===== src/rtl/adventure_pkg.sv =====
// Shared types and defaults for the adventure-game room controller.
package adventure_pkg;

  typedef enum logic [2:0] {
    CAVE      = 3'd0,
    TUNNEL    = 3'd1,
    RIVER     = 3'd2,
    STASH     = 3'd3,
    DEN       = 3'd4,
    GRAVEYARD = 3'd5,
    VAULT     = 3'd6
  } room_t;

  localparam int MAX_MOVES_DEFAULT = 31;

  function automatic logic isTerminal(input room_t r);
    return (r == GRAVEYARD) || (r == VAULT);
  endfunction

endpackage


===== src/rtl/sword_latch.sv =====
// Set-only flag: once sw is seen high on a rising edge, v stays high until R_n.
module sword_latch (
  input  logic clock,
  input  logic R_n,
  input  logic sw,
  output logic v
);

  logic v_q;

  always_ff @(posedge clock or negedge R_n) begin
    if (!R_n) v_q <= 1'b0;
    else if (sw) v_q <= 1'b1;
  end

  assign v = v_q;

endmodule


===== src/rtl/adventure_ctrl.sv =====
// Top-level game FSM: room register, exits, dragon resolution and move counter.
// Optional move budget enforcement is built when ADV_MOVE_LIMIT_EN is defined.
module adventure_ctrl
  import adventure_pkg::*;
#(
  parameter int MAX_MOVES = MAX_MOVES_DEFAULT,
  parameter int CNT_W     = $clog2(MAX_MOVES + 1)
) (
  input  logic             clock,
  input  logic             R_n,
  input  logic             N,
  input  logic             S,
  input  logic             E,
  input  logic             W,
  output logic [2:0]       room,
  output logic             sword,
  output logic             win,
  output logic             lose,
  output logic [CNT_W-1:0] moves
);

  localparam logic [CNT_W-1:0] MaxCnt = CNT_W'(MAX_MOVES);

  room_t            room_q, room_d, target;
  logic [CNT_W-1:0] moves_q, moves_d;
  logic             dirValid, moveOk, atLimit, swStrobe, swordHeld;

  always_ff @(posedge clock or negedge R_n) begin
    if (!R_n) begin
      room_q  <= CAVE;
      moves_q <= '0;
    end else begin
      room_q  <= room_d;
      moves_q <= moves_d;
    end
  end

  always_comb begin
    target   = room_q;
    dirValid = $onehot({N, S, E, W});
    atLimit  = (moves_q == MaxCnt);
    if (dirValid) begin
      unique case (room_q)
        CAVE:    if (E) target = TUNNEL;
        TUNNEL:  if (W) target = CAVE; else if (S) target = RIVER;
        RIVER:   if (N) target = TUNNEL; else if (W) target = STASH; else if (E) target = DEN;
        STASH:   if (E) target = RIVER;
        default: target = room_q;
      endcase
    end
    // DEN and terminal rooms never produce a different target, so moveOk stays low there
    moveOk  = dirValid && (target != room_q);
    room_d  = room_q;
    moves_d = moves_q;
    if (room_q == DEN) begin
      room_d = swordHeld ? VAULT : GRAVEYARD;
    end else if (moveOk) begin
`ifdef ADV_MOVE_LIMIT_EN
      room_d = atLimit ? GRAVEYARD : target;
`else
      room_d = target;
`endif
      if (!atLimit) moves_d = moves_q + CNT_W'(1);
    end
  end

  always_comb begin
    swStrobe = (room_q == STASH);
    win      = (room_q == VAULT);
    lose     = (room_q == GRAVEYARD) && isTerminal(room_q);
  end

  sword_latch uSwordLatch (
    .clock (clock),
    .R_n   (R_n),
    .sw    (swStrobe),
    .v     (swordHeld)
  );

  assign room  = room_q;
  assign sword = swordHeld;
  assign moves = moves_q;

endmodule

===== config.mk =====
export PLATFORM = sky130hd
export DESIGN_NAME = adventure_ctrl
export DESIGN_NICKNAME = d
export VERILOG_FILES = /design/src/rtl/adventure_pkg.sv /design/src/rtl/sword_latch.sv /design/src/rtl/adventure_ctrl.sv
export SDC_FILE = /design/constraint.sdc
export NUM_CORES = 1
export LEC_CHECK = 0
export ABC_AREA = 1
export CELL_PAD_IN_SITES_DETAIL_PLACEMENT = 0
export CELL_PAD_IN_SITES_GLOBAL_PLACEMENT = 2
export CORE_ASPECT_RATIO = 1.75
export CORE_MARGIN = 2
export CORE_UTILIZATION = 27
export CTS_BUF_LIST = sky130_fd_sc_hd__clkbuf_4
export DETAILED_ROUTE_END_ITERATION = 7
export MAX_ROUTING_LAYER = met4
export PLACE_DENSITY = 0.9
export SYNTH_ARGS = -nofsm -noshare
export SYNTH_HDL_FRONTEND = slang
export SYNTH_SLANG_ARGS = --single-unit

===== constraint.sdc =====
create_clock -name clock -period 1.72 [get_ports clock]
set_clock_uncertainty 0.05 [all_clocks]
set_input_delay 0.258 -clock clock [delete_from_list [all_inputs] [get_ports clock]]
set_output_delay 0.258 -clock clock [all_outputs]
set_load 0.01 [all_outputs]

---- Yosys cells after proc, flatten, opt, wreduce, memory -nomap -nowiden ----
Index checks and enable logic that the tools add are counted.
word-level totals
  register bits ........................... 9
  latch bits .............................. 0
  RAM bits ................................ 0
  ROM bits ................................ 0
  memories ................................ 0
operators by class
  $add $sub $neg .......................... 4
  $mul .................................... 0
  div/mod/pow operators ................... 0
  $lt $le $gt $ge ......................... 0
  equality and inequality tests ........... 9
  shift operators ......................... 0
  mux-type cells .......................... 12
  bitwise logic cells ..................... 2
  reductions and logical operators ........ 6
operators with widths
  cell                   number
  $mux W3                10
  $pmux W3 S4            1
  $eq A3 B3 Y1 const B   3
  $eq A3 B1 Y1 const B   2
  $eq A3 B2 Y1 const B   2
  $add A5 B1 Y5 const B  1
  $eq A5 B5 Y1 const B   1
  $add A1 B1 Y2          2
  $add A2 B2 Y3          1
  $logic_not A3 Y1       1
  $ne A3 B3 Y1           1
  $reduce_and A3 Y1      1
  $logic_and A1 B1 Y1    2
  $mux W2                1
  $not A1 Y1             2
  $reduce_bool A2 Y1     1
  $logic_or A1 B1 Y1     1

---- Longest topological paths before layout ----
  depth in word-level cells ............... 9
  gate-level depth with buffers ........... 14
  mapped depth without buffers ............ 14

---- Hierarchy ----
From an unflattened synthesis, not the netlist that was laid out.
unflattened totals
  cell total of the unflattened synthesis .. 89
  area total of the unflattened synthesis .. 684.4 um^2
modules (own cells, without submodules)
  module          times used  cells an instance  area each (um^2)  sequential area each (um^2)
  adventure_ctrl  1           85                 648.1             200.2
  sword_latch     1           4                  36.3              25.0

---- Worst setup path after synthesis ----
Ideal clock, no wire load.
  path kind ............................... input -> register
  start ................................... in E
  end ..................................... reg moves_q[2], in the netlist moves[2]
  setup time .............................. 0.117 ns
  arrival time ............................ 1.979 ns
  data required time ...................... 1.553 ns
  setup slack ............................. -0.426 ns
  cell stages on the path ................. 13
  buffers on the path ..................... 0
  cell sequence ........................... inv_1 fa_1 inv_1 ha_1 ha_1 inv_1 nand4_1 nor2_1 nand3_2 nand2_4 nand2_4 nand2_1 nand2_1
on the way
  word-level cells in the longest chain between the ends .. 8
ends and longest elaborated chain
  what                                                                   line                  RTL
  start: declaration                                                     adventure_ctrl.sv:13  input logic E,
  parallel branches: the longest is 6 deep, another holds $add A2 B2 Y3  n/a
  $logic_and A1 B1 Y1 *                                                  adventure_ctrl.sv:52  moveOk = dirValid && (target != room_q);
  $reduce_and A3 Y1 (no line) *                                          n/a
  end signal: assignment                                                 adventure_ctrl.sv:34  moves_q <= moves_d;
  end: declaration                                                       adventure_ctrl.sv:25  logic [CNT_W-1:0] moves_q, moves_d;
Every way passes the cells marked *.
A chain may end at the register's enable or synchronous reset.

---- Final worst setup path ----
  start ................................... in E
  end ..................................... reg room_q[1], in the netlist room[1]
on the way
  word-level cells in the longest chain between the ends .. 8
ends and longest elaborated chain
  what                                                                   line                  RTL
  parallel branches: the longest is 8 deep, another holds $add A2 B2 Y3  n/a
  end signal: assignment                                                 adventure_ctrl.sv:33  room_q <= room_d;
  end: declaration                                                       adventure_ctrl.sv:24  room_t room_q, room_d, target;
Several ways; the timed one is not identified. The select of a mux whose other input is x is not followed.

==> out/qor.yml <==
endpoint_kind: "flop"
layout.area.seq_sq_um: 228
post_synth_main_area_contributors: "sky130_fd_sc_hd__dfrtp_1 (35%), sky130_fd_sc_hd__nand2_1 (12%), sky130_fd_sc_hd__ha_1 (7.7%)"
synthesis.area_per_instance_sq_um: 7.64
boundary_pins: 17
max-slew-margin-rel_pct: 70.6
initial_core_util_pct: 28.6
clock_sink_count: 9
violations_in_the_final_reports: "setup timing"
max_freq_mhz: 505
dpl_worst_slack_ns: -1.12
die_x_um: 41.1
core.rowCount: 23
worst_ep_required_time_ns: 1.83
grt_start_max_net_pins: 10
timing.final.max_slew_violations: 0
cts_hold_repair.buffers: 0
drtAntennaViolNets: 0
mappedNetlistArea_sq_um: 649
timing_worst_setup_path_type: "in -> reg"
period_share_pct: 115
cts-root-to-sink-buffers: 2
worstMarginPinSlew_ns: 0.439
htree_num_levels: 1
core_region_area_sq_um: 2270
hold_violations: 0
path_common_cell: "sky130_fd_sc_hd__inv_2"
yosysMostFrequentCell: "sky130_fd_sc_hd__nand2_1"
clk_root_buffer_cell: "sky130_fd_sc_hd__clkbuf_4"
max_stage_delay_ns: 0.54
grt_pass1_vias: 704
num-nets-final: 133
fin_worst_hold_slack_ns: 0.246
hold_path.class: "in -> async"
power-per-cell-area_nw_per_um2: 434
vdd.ir_drop.worst_mv: 0.341
timing.reg2reg.worst_path_depth: 8
numCtsBuffers: 3
setup_tns_ns: -1.50
area_share_of_the_leading_cell_type_in_the_synthesized_netlist_pct: 34.7
most_used_flip_flop_cell_after_synthesis: "sky130_fd_sc_hd__dfrtp_1"
tritoncts: "yes"
dp_hpwl_um: 1410
path_clk_slew_ns: 0.07
diodes: 0
synth_common_cells: "sky130_fd_sc_hd__nand2_1 (21), sky130_fd_sc_hd__inv_1 (10), sky130_fd_sc_hd__dfrtp_1 (9)"
cp_slowest_cell: "sky130_fd_sc_hd__fa_1"
postSynthNetCount: 96
yosys.cell_types.count: 19
fin_ws_ns: -0.261
sequential_fraction_of_the_synthesis_area_pct: 34.7
cp-start-kind: "primary input"
rsz0062_at_grt: "true"
yosys_register_bits: 9
number_of_optimization_iterations_in_the_first_detailed_route_pass: 2
period_minus_slack_ns: 1.98
die_area_sq_um: 2830
netlist_instances: 85
grt-ovfl-total: 0
portBuffers: 16
die_h_um: 68.9
timing.critical_path.buf_inv: 7
worstSetupPathDepth: 14
remaining_drc_errors: 0
clkLatencyLatePin_ns: 0.27
worst-path-max-fanout: 4
area_growth_syn_to_layout_pct: 61.1
num_vias: 694
synth_edf_count: 0
multi_input_comb_area_sq_um: 405
yosysTopAreaCell: "sky130_fd_sc_hd__dfrtp_1"
gr-usage-all-layers_pct: 16.2
finish.instance_area_sq_um: 1050
cap_violations: 0
wire_length_of_the_first_global_routing_pass_um: 2970
timing.critical_path.cells: "buf_8, inv_4, fa_1, inv_2, ha_4, ha_4, inv_2, nand4_1, inv_2, buf_4, buf_6, nand4_1, o21ai_1, o21ai_1"
antenna_violations_before_repair: 0
synth-warning-count: 0
finalWeightedCongestion: 0.691
avgRoutedWirePerCell_um: 11.8
worst_ep_arrival_time_ns: 2.09
critPathTopFamily: "adder cells"
detail_route.vias_per_cell: 4.75
ys_async_rst_share_pct: 100
status: "finished, violations left"
dpl.cell_count: 138
num-fill-cells: 253
detail_route.iter0.violations: 10
drt-total-wl_um: 1730
p_leak_uw: 0.000515
fraction_of_layout_cells_with_a_size_suffix_above_1_pct: 39.7
finalSetupViolCount: 7
number_of_cells_in_the_finished_layout_apart_from_fillers: 146
detailed_place.area_sq_um: 958
-- timing repair --
action / in CTS / in global routing
setup endpoints to repair: 10 / 8
pin swaps: 10 / 1
gates resized for setup: 29 / 1
buffers inserted: 4 / 1
-- area by class of cell --
type | instances | area share (%)
multi-input combinational | 62 | 38.8
clock buffer | 3 | 2.15
clock inverter | 1 | 0.478
sequential | 9 | 21.8
inverter | 14 | 6.46
tap | 25 | 2.99
timing repair buffer | 32 | 27.4
-- path summary, 6_finish.rpt --
kind	endpoint	from	slack, ns
setup / recovery	room[1]$_DFFE_PN0P_	E	-0.26
hold / removal	moves[2]$_DFFE_PN0P_	R_n	0.25
setup reg to reg	moves[3]$_DFFE_PN0P_	moves[1]$_DFFE_PN0P_	0.09
hold reg to reg	moves[4]$_DFFE_PN0P_	moves[4]$_DFFE_PN0P_	0.45
max in group asynchronous	room[1]$_DFFE_PN0P_	R_n	1.05
min in group clock	room[2]$_DFFE_PN0P_	N	0.35
-- cell families (layout without fill, tap and decap cells) --
group / count (synthesis) / count (layout) / synth area share [%]
compound gates: 5 / 5 / 5.59
xor+xnor: 2 / 2 / 2.70
fa+ha+maj: 5 / 5 / 10.8
buf+inv: 14 / 50 / 8.09
flops: 9 / 9 / 34.7
simple gates: 50 / 50 / 38.2
-- power breakdown --
part / switching (uW) / leakage (uW) / internal [uW]
Combinational: 35.7 / 0.000387 / 41.6
Sequential: 0 / 0.000109 / 212
Clock: 79.6 / 0.0000177 / 85.9
Total: 115 / 0.000515 / 339
-- flip-flops by register name (all words and copies together), names as in the netlist --
name           cells
moves              5
uSwordLatch.v      1
room               3
-- cells in the final DEF, fill, tap and decap left out --
cell	instances
sky130_fd_sc_hd__ha_4	2
sky130_fd_sc_hd__nand2_1	21
sky130_fd_sc_hd__inv_12	1
sky130_fd_sc_hd__buf_4	14
sky130_fd_sc_hd__nor3_1	2
sky130_fd_sc_hd__ha_1	2
sky130_fd_sc_hd__dfrtp_1	7
sky130_fd_sc_hd__dfrtp_2	2
sky130_fd_sc_hd__o21ai_1	2
sky130_fd_sc_hd__nor2_1	6
sky130_fd_sc_hd__dlygate4sd2_1	2
sky130_fd_sc_hd__nand3_2	2
sky130_fd_sc_hd__a21oi_2	1
sky130_fd_sc_hd__nor2_2	3
sky130_fd_sc_hd__o21ai_2	1
sky130_fd_sc_hd__inv_2	7
sky130_fd_sc_hd__buf_6	3
sky130_fd_sc_hd__nand4_1	4
sky130_fd_sc_hd__inv_1	5
sky130_fd_sc_hd__inv_4	1
sky130_fd_sc_hd__fa_1	1
sky130_fd_sc_hd__xor2_1	2
sky130_fd_sc_hd__nand2_4	2
sky130_fd_sc_hd__buf_8	1
sky130_fd_sc_hd__clkbuf_4	3
sky130_fd_sc_hd__nand3_1	8
sky130_fd_sc_hd__o221ai_2	1
sky130_fd_sc_hd__nand2_2	2
sky130_fd_sc_hd__buf_2	1
sky130_fd_sc_hd__clkdlybuf4s50_1	11
sky130_fd_sc_hd__clkinv_2	1
-- stage by stage --
| step | total power [uW] | utilization [%] |
|---|---|---|
| floorplan | 242 | - |
| global placement | 277 | 42.2 |
| detailed placement | 281 | 42.2 |
| CTS | 465 | 45.5 |
| global route | 482 | 46.0 |
| finish | 454 | 46.0 |
-- routing by layer --
layer  routed length (um)  up-vias  GRT usage, %  share of wire (%)
met5                    0        -             -                  0
met4                   38        0          10.0                2.2
met3                   81        4         0.962                4.7
met2                 1010       19          28.7                 59
met1                  593      326          15.9                 34
li1                     -      345             -                  -
Note: power is estimated with default switching activity, not from simulation.
